`config.mk`:
```
export PLATFORM = sky130hd
export DESIGN_NAME = bip_prog_loader
export DESIGN_NICKNAME = d
export VERILOG_FILES = /design/src/rtl/bip_prog_loader.sv
export SDC_FILE = /design/constraint.sdc
export NUM_CORES = 1
export LEC_CHECK = 0
export ABC_CLOCK_PERIOD_IN_PS = 6100
export CAP_MARGIN = 20
export CORE_ASPECT_RATIO = 1.5
export CORE_MARGIN = 8
export CORE_UTILIZATION = 59
export DETAILED_ROUTE_END_ITERATION = 6
export MAX_ROUTING_LAYER = met4
export PLACE_DENSITY = 0.85
export SYNTH_ARGS = -nofsm -noshare
export SYNTH_HDL_FRONTEND = slang
export SYNTH_SLANG_ARGS = --single-unit
```
`constraint.sdc`:
```
create_clock -name i_clk -period 6.1 [get_ports i_clk]
set_clock_uncertainty 0.1 [all_clocks]
set_input_delay 1.83 -clock i_clk [delete_from_list [all_inputs] [get_ports i_clk]]
set_output_delay 1.83 -clock i_clk [all_outputs]
set_load 0.005 [all_outputs]
```
`src/rtl/bip_prog_loader.sv`:
```
// Serial program loader: takes a count-prefixed byte stream from a UART and
// writes it into program memory, holding the CPU in reset until loading completes.
module bip_prog_loader #(
    parameter int NB_BITS       = 16,
    parameter int INS_MEM_DEPTH = 2048,
    // Bits needed to address 0..INS_MEM_DEPTH-1 (11 at the default depth)
    localparam int NB_ADDR      = $clog2(INS_MEM_DEPTH)
) (
    input  logic               i_clk,
    input  logic               i_rst,
    input  logic [7:0]         i_rx_data,
    input  logic               i_rx_valid,
    input  logic               i_reload,
    output logic               o_wr_en,
    output logic [NB_ADDR-1:0] o_wr_addr,
    output logic [NB_BITS-1:0] o_wr_data,
    output logic               o_cpu_rst,
    output logic               o_done,
    output logic               o_err
);

    typedef enum logic [2:0] {
        CNT_HI = 3'd0,
        CNT_LO = 3'd1,
        WRD_HI = 3'd2,
        WRD_LO = 3'd3,
        RUN    = 3'd4,
        ERR    = 3'd5
    } state_t;

    state_t               state_q, state_d;
    logic [15:0]          n_q, n_d;
    logic [7:0]           hi_q, hi_d;
    logic [NB_ADDR-1:0]   k_q, k_d;
    logic                 wr_en_q, wr_en_d;
    logic [NB_ADDR-1:0]   wr_addr_q, wr_addr_d;
    logic [NB_BITS-1:0]   wr_data_q, wr_data_d;
    logic                 cpu_rst_q, cpu_rst_d;
    logic                 done_q, done_d;
    logic                 err_q, err_d;

    logic [15:0]          n_full;
    logic                 last_word;

    assign n_full    = {n_q[15:8], i_rx_data};
    assign last_word = (32'(k_q) == (32'(n_q) - 32'd1));

    always_ff @(posedge i_clk) begin
        if (i_rst) begin
            state_q   <= CNT_HI;
            n_q       <= '0;
            hi_q      <= '0;
            k_q       <= '0;
            wr_en_q   <= 1'b0;
            wr_addr_q <= '0;
            wr_data_q <= '0;
            cpu_rst_q <= 1'b1;
            done_q    <= 1'b0;
            err_q     <= 1'b0;
        end else begin
            state_q   <= state_d;
            n_q       <= n_d;
            hi_q      <= hi_d;
            k_q       <= k_d;
            wr_en_q   <= wr_en_d;
            wr_addr_q <= wr_addr_d;
            wr_data_q <= wr_data_d;
            cpu_rst_q <= cpu_rst_d;
            done_q    <= done_d;
            err_q     <= err_d;
        end
    end

    always_comb begin
        state_d   = state_q;
        n_d       = n_q;
        hi_d      = hi_q;
        k_d       = k_q;
        wr_en_d   = 1'b0;
        wr_addr_d = wr_addr_q;
        wr_data_d = wr_data_q;
        cpu_rst_d = cpu_rst_q;
        done_d    = done_q;
        err_d     = err_q;

        case (state_q)
            CNT_HI: begin
                if (i_rx_valid) begin
                    n_d     = {i_rx_data, 8'h00};
                    state_d = CNT_LO;
                end
            end
            CNT_LO: begin
                if (i_rx_valid) begin
                    n_d = n_full;
                    if (n_full == 16'd0) begin
                        // Empty program: release the CPU straight away
                        state_d   = RUN;
                        cpu_rst_d = 1'b0;
                        done_d    = 1'b1;
                    end else if (32'(n_full) > INS_MEM_DEPTH) begin
                        state_d = ERR;
                        err_d   = 1'b1;
                    end else begin
                        state_d = WRD_HI;
                        k_d     = '0;
                    end
                end
            end
            WRD_HI: begin
                if (i_rx_valid) begin
                    hi_d    = i_rx_data;
                    state_d = WRD_LO;
                end
            end
            WRD_LO: begin
                if (i_rx_valid) begin
                    wr_en_d   = 1'b1;
                    wr_addr_d = k_q;
                    wr_data_d = NB_BITS'({hi_q, i_rx_data});
                    k_d       = k_q + NB_ADDR'(1);
                    // CPU reset drops one cycle later, from RUN, after the final pulse
                    state_d   = last_word ? RUN : WRD_HI;
                end
            end
            RUN: begin
                cpu_rst_d = 1'b0;
                done_d    = 1'b1;
                if (i_reload) begin
                    state_d   = CNT_HI;
                    cpu_rst_d = 1'b1;
                    done_d    = 1'b0;
                    k_d       = '0;
                end
            end
            ERR: begin
                err_d     = 1'b1;
                cpu_rst_d = 1'b1;
                done_d    = 1'b0;
            end
            default: state_d = CNT_HI;
        endcase
    end

    assign o_wr_en   = wr_en_q;
    assign o_wr_addr = wr_addr_q;
    assign o_wr_data = wr_data_q;
    assign o_cpu_rst = cpu_rst_q;
    assign o_done    = done_q;
    assign o_err     = err_q;

endmodule

```
==> metrics list, run 1 <==
- Count of input and output buffers: 42
* Area of the core region: 5330 µm²
- Cells after synthesis: roughly 400
* Power per cell area: around 260 nW/µm²
- Worst-path clk slew: ~0.07 ns
- The critical path is of the in -> reg type.
- The routed design has 7780 µm of wire.
- Number of stages on the worst hold path: 2
- CP top delay family: simple AND/OR/NAND/NOR gates
- The number of global-route vias before repair was roughly 2900.
* Mapped Area: around 3200 µm²
- TritonCTS built the clock tree.
- Setup violations remaining at the end of the flow were counted as 0.
* Die height: approximately 110 µm
- Crit path cell chain: clkdlybuf4s50_1 -> nor3b_1 -> nand2_1 -> nand2_1 -> a21oi_1
- Area overhead of the layout relative to synthesis: 20.6%
* Vias/cell: 5.77
- Once placement finished, the instance area stood at ~3600 µm².
* Mean area per synthesized cell: 7.94 µm²
- Pin count of the biggest net entering global routing: 70
* Final worst-path cycle share: 0.641
* Result of the run: finished, final reports clean
* FMAX: roughly 260 MHz
- VDD sags by at most 0.176 mV.
- Number of antenna violations at the first check in global routing: 0
- Synth cell types: 45
- First-iteration detailed-routing DRC count: approximately 200
- Total Die Area: between 8000 and 9000 µm²
- Type of element capturing the critical path: flip-flop
* Wire length per cell: around 15 µm
- At the end of the flow, the number of nets in the layout was ~450.
* Number of setup buffers added after CTS: 0
* Count of hold-fix buffers inserted at cts: 0
- Type of the most critical hold path: reg -> reg
* PostCTS Resize Cnt: 0
* Wire length of the first global-routing pass: approximately 13000 µm
- Post-route standard cell area excluding fillers: between 3000 and 4000 µm²
- Adding up every negative setup slack in the final design gives 0 ns.
- The number of buffers and inverters on the critical path is 1.
- Number of max-cap violations: 0
- Count of boundary I/O pins: 43
* Critical path peak fanout: 9
* CP Data Arrival Time: around 4.0 ns
- Instance count on the critical path: 5
* Ratio of cells with drive above 1 in the final layout: 0.0773
- Actual slew at the worst max-slew pin: 1.10 ns
- Setup crit start kind: primary input
* WP data required: about 6.2 ns
- Buffer type at the clock tree root: sky130_fd_sc_hd__clkbuf_8
- Dpl hpwl: between 5000 and 6000 µm
- Rows: 33
- Final Hold Fails: 0
* Effective utilization at floorplan: 0.598
- Yosys warning total: 0
- Chip width: about 76 µm
- The total overflow left after global routing is 0.
* Worst path most repeated cell: sky130_fd_sc_hd__nand2_1
- For the worst flop-to-flop path, the logic depth is 8.
- Of the synthesized area, sequential elements account for 0.434.
* # DRC: 0
- Total number of vias: 2944
* Depth of the CTS H-tree: 3
- Total of flip-flops plus latches after synthesis: 69
* Standby leakage power: between 1 and 1.5 nW
- Ant diodes: 0
- Top flip-flop cell by instance count after synthesis: sky130_fd_sc_hd__dfxtp_1
- The worst pin sits at a relative slew slack of 0.262.
- The first detailed-routing pass ran for 5 iterations.
- In this run the deepest clock path goes through 2 buffers.
* Combined global-route utilization of all metal layers: 0.203
- The number of clock buffers added by TritonCTS is 9.
- At the later pin of the worst-skew pair, clock insertion delay measures about 0.34 ns.
* Unrepaired setup endpoints after global routing: no
* Weighted congestion at the end of routability-driven global placement: 0.895
- In this run the remaining antenna-violating nets after routing total 0.
* Share of synthesized flip-flops with an asynchronous set or reset: 0
- Number of synthesized flops with an enable pin: 0
- Slowest Stage Delay on Critical Path: 0.93 ns
* Critical-path cell with the highest stage delay: sky130_fd_sc_hd__nor3b_1
* Net count after synthesis: roughly 420
- The clock period could shrink to roughly 3.9 ns.
- Max Slew Vio Count: 0
- Fill cell instance count of the final layout: 420
- Clock net sink count: 69
[flip-flops by register name, summed over array words and instances, names as in the netlist]
register	cells
n_q	16
o_wr_en	1
o_cpu_rst	1
o_done	1
o_wr_addr	11
o_wr_data	16
o_err	1
state_q	3
hi_q	8
k_q	11
[kinds of logic (layout without fill, tap and decap cells)]
family | after synthesis | count (layout) | share of synthesized area
AO/OA/AOI/OAI | 89 | 89 | 0.164
XOR/XNOR | 16 | 16 | 0.0440
adder cells (fa/ha/maj) | 2 | 2 | 0.00786
buffers and inverters | 33 | 72 | 0.0416
flip-flops | 69 | 69 | 0.434
multiplexers | 14 | 14 | 0.0448
AND/OR/NAND/NOR | 178 | 178 | 0.264
[cell usage after synthesis, types with 5 or more instances]
cell                       count  share of area
sky130_fd_sc_hd__a21oi_1      56          0.088
sky130_fd_sc_hd__a311oi_1      6          0.017
sky130_fd_sc_hd__clkbuf_1     23          0.027
sky130_fd_sc_hd__dfxtp_1      69           0.43
sky130_fd_sc_hd__inv_1         7         0.0083
sky130_fd_sc_hd__mux2i_1      12          0.038
sky130_fd_sc_hd__nand2_1      94           0.11
sky130_fd_sc_hd__nand3_1      15          0.024
sky130_fd_sc_hd__nor2_1       31          0.037
sky130_fd_sc_hd__nor3_1        6         0.0094
sky130_fd_sc_hd__nor4_1        5         0.0098
sky130_fd_sc_hd__o21ai_0       8          0.013
sky130_fd_sc_hd__xnor2_1       9          0.025
sky130_fd_sc_hd__xor2_1        7          0.019
[report_power, final]
part           internal [W]  switching [W]
clock network      0.000188       0.000174
registers          0.000465      0.0000243
logic             0.0000668      0.0000901
total              0.000719       0.000289
[metal layers]
| layer | vias to the layer above | track usage | part of all wire |
|---|---|---|---|
| li1 | 1462 | - | - |
| met1 | 1376 | 0.209 | 0.41 |
| met2 | 84 | 0.345 | 0.53 |
| met3 | 22 | 0.0507 | 0.041 |
| met4 | 0 | 0.111 | 0.020 |
| met5 | - | - | 0 |
[cell type report]
type / instances / area [µm²] / share of cell area
clock buffer: 10 / 128 / 0.0332
timing repair buffer: 48 / 468 / 0.122
multi-input combinational: 299 / 1680 / 0.438
inverter: 8 / 30.0 / 0.00782
clock inverter: 6 / 63.8 / 0.0166
sequential: 69 / 1380 / 0.360
tap: 70 / 87.6 / 0.0228
[final timing paths]
path | startpoint | to | slack, ns
min reg2reg | o_err | o_err | 0.35
max | i_rx_valid | n_q[13] | 2.19
min | o_err | o_err | 0.35
max reg2reg | n_q[0] | state_q[1] | 3.19
[tightest hold or removal path: cells and delay by family, from the launching register on]
kind                   cells  cell delay, ns
buffers and inverters      1            0.05
DFF                        1            0.31
AOI/OAI and AO/OA          1            0.05
[through the flow]
step           hold WS, ns  total power (W)  std cells   util  setup slack [ns]
2_1_floorplan        0.331         0.000609        401      -              2.69
3_3_place_gp         0.333         0.000645        493  0.682              1.86
3_5_place_dp         0.344         0.000654        493  0.682              1.83
4_1_cts              0.354          0.00101        509  0.718              2.18
5_1_grt              0.370          0.00105        510  0.721              2.07
6_report             0.350          0.00101        510  0.721              2.19
[placed cells by master, fill, tap and decap left out, types with 2 or more instances in the layout]
master,instances
sky130_fd_sc_hd__or4b_1,2
sky130_fd_sc_hd__o21bai_1,2
sky130_fd_sc_hd__clkdlybuf4s50_1,41
sky130_fd_sc_hd__mux2_2,2
sky130_fd_sc_hd__nand3_1,15
sky130_fd_sc_hd__clkinv_2,2
sky130_fd_sc_hd__a31oi_1,4
sky130_fd_sc_hd__nor3b_1,3
sky130_fd_sc_hd__mux2i_1,12
sky130_fd_sc_hd__clkbuf_8,9
sky130_fd_sc_hd__o21ai_0,8
sky130_fd_sc_hd__o21a_1,2
sky130_fd_sc_hd__ha_1,2
sky130_fd_sc_hd__buf_4,5
sky130_fd_sc_hd__nor4_1,4
sky130_fd_sc_hd__nand3b_1,3
sky130_fd_sc_hd__a21oi_1,56
sky130_fd_sc_hd__nor3_1,6
sky130_fd_sc_hd__nor3_2,2
sky130_fd_sc_hd__xor2_1,7
sky130_fd_sc_hd__or4_1,3
sky130_fd_sc_hd__dfxtp_1,69
sky130_fd_sc_hd__nand2b_1,4
sky130_fd_sc_hd__xnor2_1,9
sky130_fd_sc_hd__a311oi_1,6
sky130_fd_sc_hd__nor2_1,31
sky130_fd_sc_hd__inv_1,7
sky130_fd_sc_hd__nand4b_1,4
sky130_fd_sc_hd__clkinvlp_4,2
sky130_fd_sc_hd__nand2_1,94
(Power assumes the default switching activity.)
==> run 2: changes to the inputs <==
- ABC_CLOCK_PERIOD_IN_PS: 6100 -> 4100
- CORE_UTILIZATION: 59 -> 54
- PLACE_DENSITY: 0.85 -> 0.79
- clock period: 6.1 -> 4.1 ns (I/O delays scaled with it)
==> run 2 against run 1 <==
Compared with the run above:
- cell area grew 1.8%
- setup slack lost 1.4 ns
- clock power rose by 83%
- cell count rose by 0.98%
==> metrics list, run 2 (synthesized netlist as in run 1, its figures left out) <==
* Wire length of the first global-routing pass: 13900 µm
- Number of max-cap violations: 0
- Result of the run: finished, final reports clean
- Pin count of the biggest net entering global routing: 43
- Count of hold-fix buffers inserted at cts: 0
* # DRC: 0
- Number of antenna violations at the first check in global routing: 0
- After detailed routing, the number of vias per cell comes to roughly 5.8.
- Walking the worst path, the cells encountered are clkdlybuf4s50_1 -> nor4_1 -> nand3_1 -> xor2_1 -> o41a_1 -> mux2_2 -> nor2_1.
* Die height: between 100 and 150 µm
- Int Pwr: about 0.0012 W
- Total number of vias: between 2000 and 3000
- Area overhead of the layout relative to synthesis: 22.8%
* Sequential share of power: 0.447
- The slowest stage of the critical path is the sky130_fd_sc_hd__o41a_1 cell.
* Routed wire length: 8120 µm
- After the last flow step, the layout net total stands at ~450.
- Fill cell instance count of the final layout: around 500
- Switching Fraction: 0.265
- After global routing the overflow that remains totals 0.
* Maximum ir drop on the vdd rail: between 0.2 and 0.3 mV
- Vias in the first global route: just under 3000
- Wire length per cell: ~16 µm
- Number of setup buffers added after CTS: 0
* CP Data Arrival Time: 3.54 ns
- Slowest Stage Delay on Critical Path: between 0.5 and 0.6 ns
- Dpl hpwl: just under 6000 µm
- Timing would allow up to a little under 300 MHz.
- The clock reaches the later pin of the worst-skew pair after 0.35 ns.
- Adding up every negative setup slack in the final design gives 0 ns.
* CTS tree: built
* Length of the first detailed-routing pass in iterations: 4
- CTS built an H-tree with a depth of 3.
* Total Die Area: roughly 8700 µm²
- Input and output buffers added on the ports amount to 42.
* Ratio of cells with drive above 1 in the final layout: 0.0858
- Weighted congestion at the end of routability-driven global placement: between 0.9 and 1
- Setup WS pre-CTS: 0.427 ns
- Startpoint of the tightest hold check path: o_err
- Worst-path clk slew: 0.08 ns
- Subtracting the final worst setup slack from the clock period gives ~3.4 ns.
* Start of the worst register-to-register path: n_q[0]
- The tightest min-delay check is of the reg -> reg type.
* TritonCTS Buffers: 9
- From left edge to right edge, the die measures slightly below 80 µm.
- For this design the ratio of total power to cell area is about 420 nW/µm².
* Actual slew at the worst max-slew pin: roughly 0.88 ns
- The critical path is of the in -> reg type.
- Final Setup Violations: 0
- The number of hold-slack violations in the final timing report came to 0.
- Leading cell type in the layout, fill and taps excluded: sky130_fd_sc_hd__nand2_1
- Combined global-route utilization of all metal layers: 0.204
- The clock drives just under 70 sinks.
* Standby leakage power: about 1.3 nW
* Smallest setup slack after layout: roughly 0.74 ns
- STA classifies the critical path endpoint as a flip-flop.
- PostCTS Resize Cnt: 0
- In this run the power spent charging and discharging nets is around 0.00043 W.
- The count of nets left with antenna violations once routing finished came out at 0.
- The floorplan step defined a core boundary enclosing about 5700 µm².
* Unrepaired setup endpoints after global routing: no
- For this configuration, the core starts out at a cell density of 0.554.
- Comb power frac: 0.146
- The longest clock path from root to sink contains 2 buffers.
- Final worst-path cycle share: 0.819
- 0 antenna diodes ended up in the layout.
- Source of the critical timing path: i_rx_data[1]
* Rows: 34
- Critical path peak fanout: 13
- Most used cells in the layout excluding fill and tap cells: 94 x sky130_fd_sc_hd__nand2_1, 69 x sky130_fd_sc_hd__dfxtp_1, 56 x sky130_fd_sc_hd__a21oi_1
* Rel. slew slack: 0.408
- WP data required: 4.29 ns
- Setup crit start kind: primary input
- The first routing iteration left between 150 and 200 violations.
- Fraction of the core area covered by cells at the end of the flow: 0.681
- Count of boundary I/O pins: 43
* Hold Slack: approximately 0.35 ns
* Max Slew Vio Count: 0
* Clk network pwr share: 0.407
- Buffer type at the clock tree root: sky130_fd_sc_hd__clkbuf_8
-- run 2: changes by cell type in the layout (fill, tap and decap cells not counted), sizes merged --
cell,change
clkbuf,-1
clkinvlp,-1
clkinv,-2
bufinv,+2
buf,+4
inv,+1
-- run 2: area by class of cell --
type / instances / area [µm²] / area share
Multi-Input combinational cell: 299 / 1680 / 0.430
Tap cell: 72 / 90.1 / 0.0230
Clock inverter: 6 / 111 / 0.0285
Timing Repair Buffer: 52 / 490 / 0.125
Sequential cell: 69 / 1380 / 0.353
Clock buffer: 9 / 124 / 0.0317
Inverter: 8 / 30.0 / 0.00768
-- run 2: critical path, delay by kind of cell --
kind,cells,cell delay [ns]
XOR/XNOR,1,0.22
multiplexers,1,0.35
AO/OA/AOI/OAI,1,0.53
AND/OR/NAND/NOR,3,0.71
buffers and inverters,1,0.50
-- run 2: metal layers --
layer  vias to the layer above  part of all wire  track usage
met1                      1418              0.41        0.215
met5                         -                 0            -
met4                         0             0.028       0.0931
met2                        68              0.52        0.355
li1                       1461                 -            -
met3                        21             0.042       0.0487
-- run 2: final timing paths --
path / endpoint / cells past startpoint / slack [ns]
max reg2reg: state_q[1] / 8 / 1.25
max: k_q[0] / 7 / 0.74
min: o_err / 2 / 0.35
min reg2reg: o_err / 2 / 0.35
-- run 2: metrics by stage --
| stage | power, W | area [µm²] | cells |
|---|---|---|---|
| floorplan | 0.000906 | 3180 | 401 |
| CTS | 0.00163 | 3910 | 515 |
| global placement | 0.000969 | 3670 | 500 |
| detailed placement | 0.000975 | 3670 | 500 |
| global route | 0.00170 | 3910 | 515 |
| finish | 0.00163 | 3910 | 515 |
-- run 2: power by group through the flow --
stage	clock network, W	registers [W]	logic (W)
floorplan	0	0.000725	0.000181
global placement	0	0.000741	0.000228
detailed placement	0	0.000742	0.000234
CTS	0.000669	0.000726	0.000236
global route	0.000704	0.000731	0.000263
finish	0.000663	0.000727	0.000237
==> run 3: changes to the inputs <==
- ABC_CLOCK_PERIOD_IN_PS: 4100 -> 2690
- CORE_UTILIZATION: 54 -> 49
- PLACE_DENSITY: 0.79 -> 0.75
- clock period: 4.1 -> 2.69 ns (I/O delays scaled with it)
==> run 3 against run 2 <==
Compared with the run above:
- wire length grew 5.9%
- first-iteration DRC count rose by 20%
- setup slack worse by 0.71 ns
- cell area increased by 6.4%
- flip-flop and latch count did not move
- register-to-register slack worse by 1.2 ns
- total power rose by 52%
- clock power grew 42%
- combinational power grew 84%
- die area rose by 8.4%
- critical path type is now reg -> reg
- highest routed layer unchanged
==> metrics list, run 3 (synthesized netlist as in run 1, its figures left out) <==
* Maximum buffer depth of the clock tree: 2
- Area of the core region: between 6000 and 7000 µm²
- Result of the run: finished, final reports clean
- The tool flagged a number of max-cap violations equal to 0.
* Leading cell type in the layout, fill and taps excluded: sky130_fd_sc_hd__nand2_1
* # DRC: 0
* Actual slew at the worst max-slew pin: 0.584 ns
- TritonCTS Buffers: 9
- The H-tree generated during clock tree synthesis spans 3 levels.
- After floorplanning, the core was divided into 36 placement rows.
* Worst-case register-to-register setup slack: 0.03 ns
- Final Instance Count excl. Fillers: 544
- Final Hold Fails: 0
* Worst Setup Path Type: reg -> reg
* Switching Fraction: 0.275
- Measured in cells, the most critical reg-to-reg path has a length of 8.
* Sequential share of power: 0.443
* Register Area: 1380 µm²
- After clock tree synthesis, the clock-pin slew on the worst setup and hold paths is ~0.07 ns.
* Routed wire length: 8600 µm
- The largest single stage delay on the critical path is a little under 0.6 ns.
- Power spread over the standard cell area amounts to between 500 and 600 nW/µm².
* Source of the critical timing path: n_q[0]
* Final Setup Violations: 0
- Vias in the first global route: between 3000 and 4000
- Most used cells in the layout excluding fill and tap cells: 94 x sky130_fd_sc_hd__nand2_1, 69 x sky130_fd_sc_hd__dfxtp_1, 56 x sky130_fd_sc_hd__a21oi_1
- Met1 Wirelength: 3370 µm
- Length of the first detailed-routing pass in iterations: 4
- Standard cell area after detailed placement: 3850 µm²
* Weighted congestion at the end of routability-driven global placement: ~0.94
* Ant diodes: 0
* Shortest clock period the worst path allows after layout: 2.66 ns
- The initial utilization of the core area, before any placement, comes to 0.498.
- Dpl hpwl: about 6000 µm
- End of the worst register-to-register path: state_q[1]
- Dividing the final minimum period by the clock period gives 0.987.
- The area growth from synthesis to layout is 30.6%.
- Highest metal used: met4
* Total Die Area: around 9400 µm²
- In this run the count of I/O pins placed on the die edge is 43.
- For the worst-skew pair, the clock arrives at the later sink with an insertion delay of about 0.36 ns.
- Ratio of cells with drive above 1 in the final layout: 0.145
* Comb power frac: 0.176
- Detailed routing placed a total of about 4500 µm of wire on met2.
* CP Data Arrival Time: between 2 and 3 ns
- After the last flow step, the layout net total stands at 477.
- The count of buffers added on input and output ports is between 40 and 50.
- Worst path most repeated cell: sky130_fd_sc_hd__or4b_1
- Combined global-route utilization of all metal layers: 0.203
- The first global-routing pass estimated between 10000 and 15000 µm of wire.
* Type of element capturing the critical path: flip-flop
* Clock net sink count: just under 70
* Standby leakage power: about 1.5 nW
* Vias/cell: between 5 and 6
- Antenna Violating Nets Remaining: 0
- The share of total power dissipated in the clock network is 0.380.
- Fraction of the core area covered by cells at the end of the flow: 0.650
* Critical-path cell with the highest stage delay: sky130_fd_sc_hd__or4b_1
- Global route total overflow: 0
- Post-route standard cell area excluding fillers: 4160 µm²
- The signal on the critical path passes through inv_1 -> ha_1 -> or4b_1 -> nor4b_2 -> xor2_1 -> a211oi_2 -> or4b_1 -> o22a_1.
- From bottom edge to top edge, the die measures approximately 110 µm.
- In the detailed route, the total length drawn on met3 is ~300 µm.
- Dividing the detail-routed wire length by the instance count gives between 15 and 20 µm.
- Total area of multi-input combinational cells: between 1500 and 2000 µm²
- In this run the power spent charging and discharging nets is slightly below 0.0007 W.
- The number of antenna violations at the first check in global routing came to 0.
- For this block, the via count after detailed routing is around 3100.
- The path class of the tightest hold or removal check is reg -> reg.
* Max Slew Vio Count: 0
- Maximum ir drop on the vdd rail: roughly 0.4 mV
- Pin count of the biggest net entering global routing: 41
- Worst setup path endpoint: state_q[1]
* CTS tree: built
- First-iteration detailed-routing DRC count: around 240
* WP data required: ~2.8 ns
- Rel. slew slack: 0.610
- Derived from the worst setup path, the maximum achievable clock frequency is roughly 380 MHz.
- Setup total negative slack on the finished layout was measured at 0 ns.
- Buffer type at the clock tree root: sky130_fd_sc_hd__clkbuf_8
- Including well taps, the total number of placed cells is approximately 530.
- From left edge to right edge, the die measures a little over 80 µm.
- The filler cells instantiated in the layout total 547.
- The worst register-to-register path begins at n_q[0].
- OpenSTA, run right after detailed placement, puts the worst setup slack at -0.394 ns.
- The internal power of the cells totals around 0.0018 W.
- Setup slack on the critical path of the routed design comes to roughly 0.034 ns.
- Setup crit start kind: flip-flop
- Critical path peak fanout: 4
==> run 3: changes by cell type in the layout (fill, tap and decap cells not counted), sizes merged <==
cell           change
clkbuf             +1
clkdlybuf4s50      -8
clkinv             +2
o41a               +1
inv                -1
bufinv             -1
dlymetal6s2s       +2
buf               +23
dlygate4sd2        +6
==> run 3: timing repair <==
action	CTS	global route
buffers inserted	2	0
setup endpoints to repair	6	11
gates resized for setup	10	7
pin swaps	6	4
hold buffers	0	0
cloned	1	0
==> run 3: metrics by stage <==
| stage | hold WS [ns] | power (W) |
|---|---|---|
| 3_5_place_dp | 0.347 | 0.00153 |
| 4_1_cts | 0.356 | 0.00247 |
| 6_report | 0.351 | 0.00247 |
| 2_1_floorplan | 0.331 | 0.00138 |
| 5_1_grt | 0.373 | 0.00257 |
| 3_3_place_gp | 0.336 | 0.00151 |
==> run 3: worst max-delay path: cells and delay by family (launching register included) <==
kind                     cells  cell delay [ns]
adder cells (fa/ha/maj)      1             0.15
AO/OA/AOI/OAI                2             0.41
buffers and inverters        1             0.05
AND/OR/NAND/NOR              3             1.41
flip-flops                   1             0.31
XOR/XNOR                     1             0.11
==> run 3: power by group through the flow <==
stage	Sequential (W)	Clock, W	Combinational, W
2_1_floorplan	0.00110	0	0.000276
3_5_place_dp	0.00112	0	0.000413
3_3_place_gp	0.00111	0	0.000401
6_report	0.00110	0.000940	0.000436
5_1_grt	0.00110	0.000993	0.000476
4_1_cts	0.00109	0.000952	0.000422
==> run 3: layout make-up <==
type                    instances  area share
clock inverters                 6      0.0208
well taps                      76      0.0229
multi-input cells             300       0.422
clock buffers                  10      0.0331
flip-flops and latches         69       0.332
inverters                       8     0.00722
repair buffers                 75       0.162
==> run 3: worst min-delay path by stage <==
stage | start | endpoint | slack (ns) | depth (start not counted)
after global routing | o_wr_addr[5] | o_wr_addr[5] | 0.37 | 2
after global placement | o_err | o_err | 0.34 | 2
after CTS | hi_q[2] | o_wr_data[10] | 0.36 | 2
after detailed placement | o_wr_data[9] | o_wr_data[9] | 0.35 | 2
final | hi_q[2] | o_wr_data[10] | 0.35 | 2
after floorplan | hi_q[2] | o_wr_data[10] | 0.33 | 2
==> run 3: metal layers <==
layer,global-route usage,vias up
li1,-,1512
met1,0.210,1430
met2,0.337,90
met3,0.0438,38
met4,0.126,0
met5,-,-
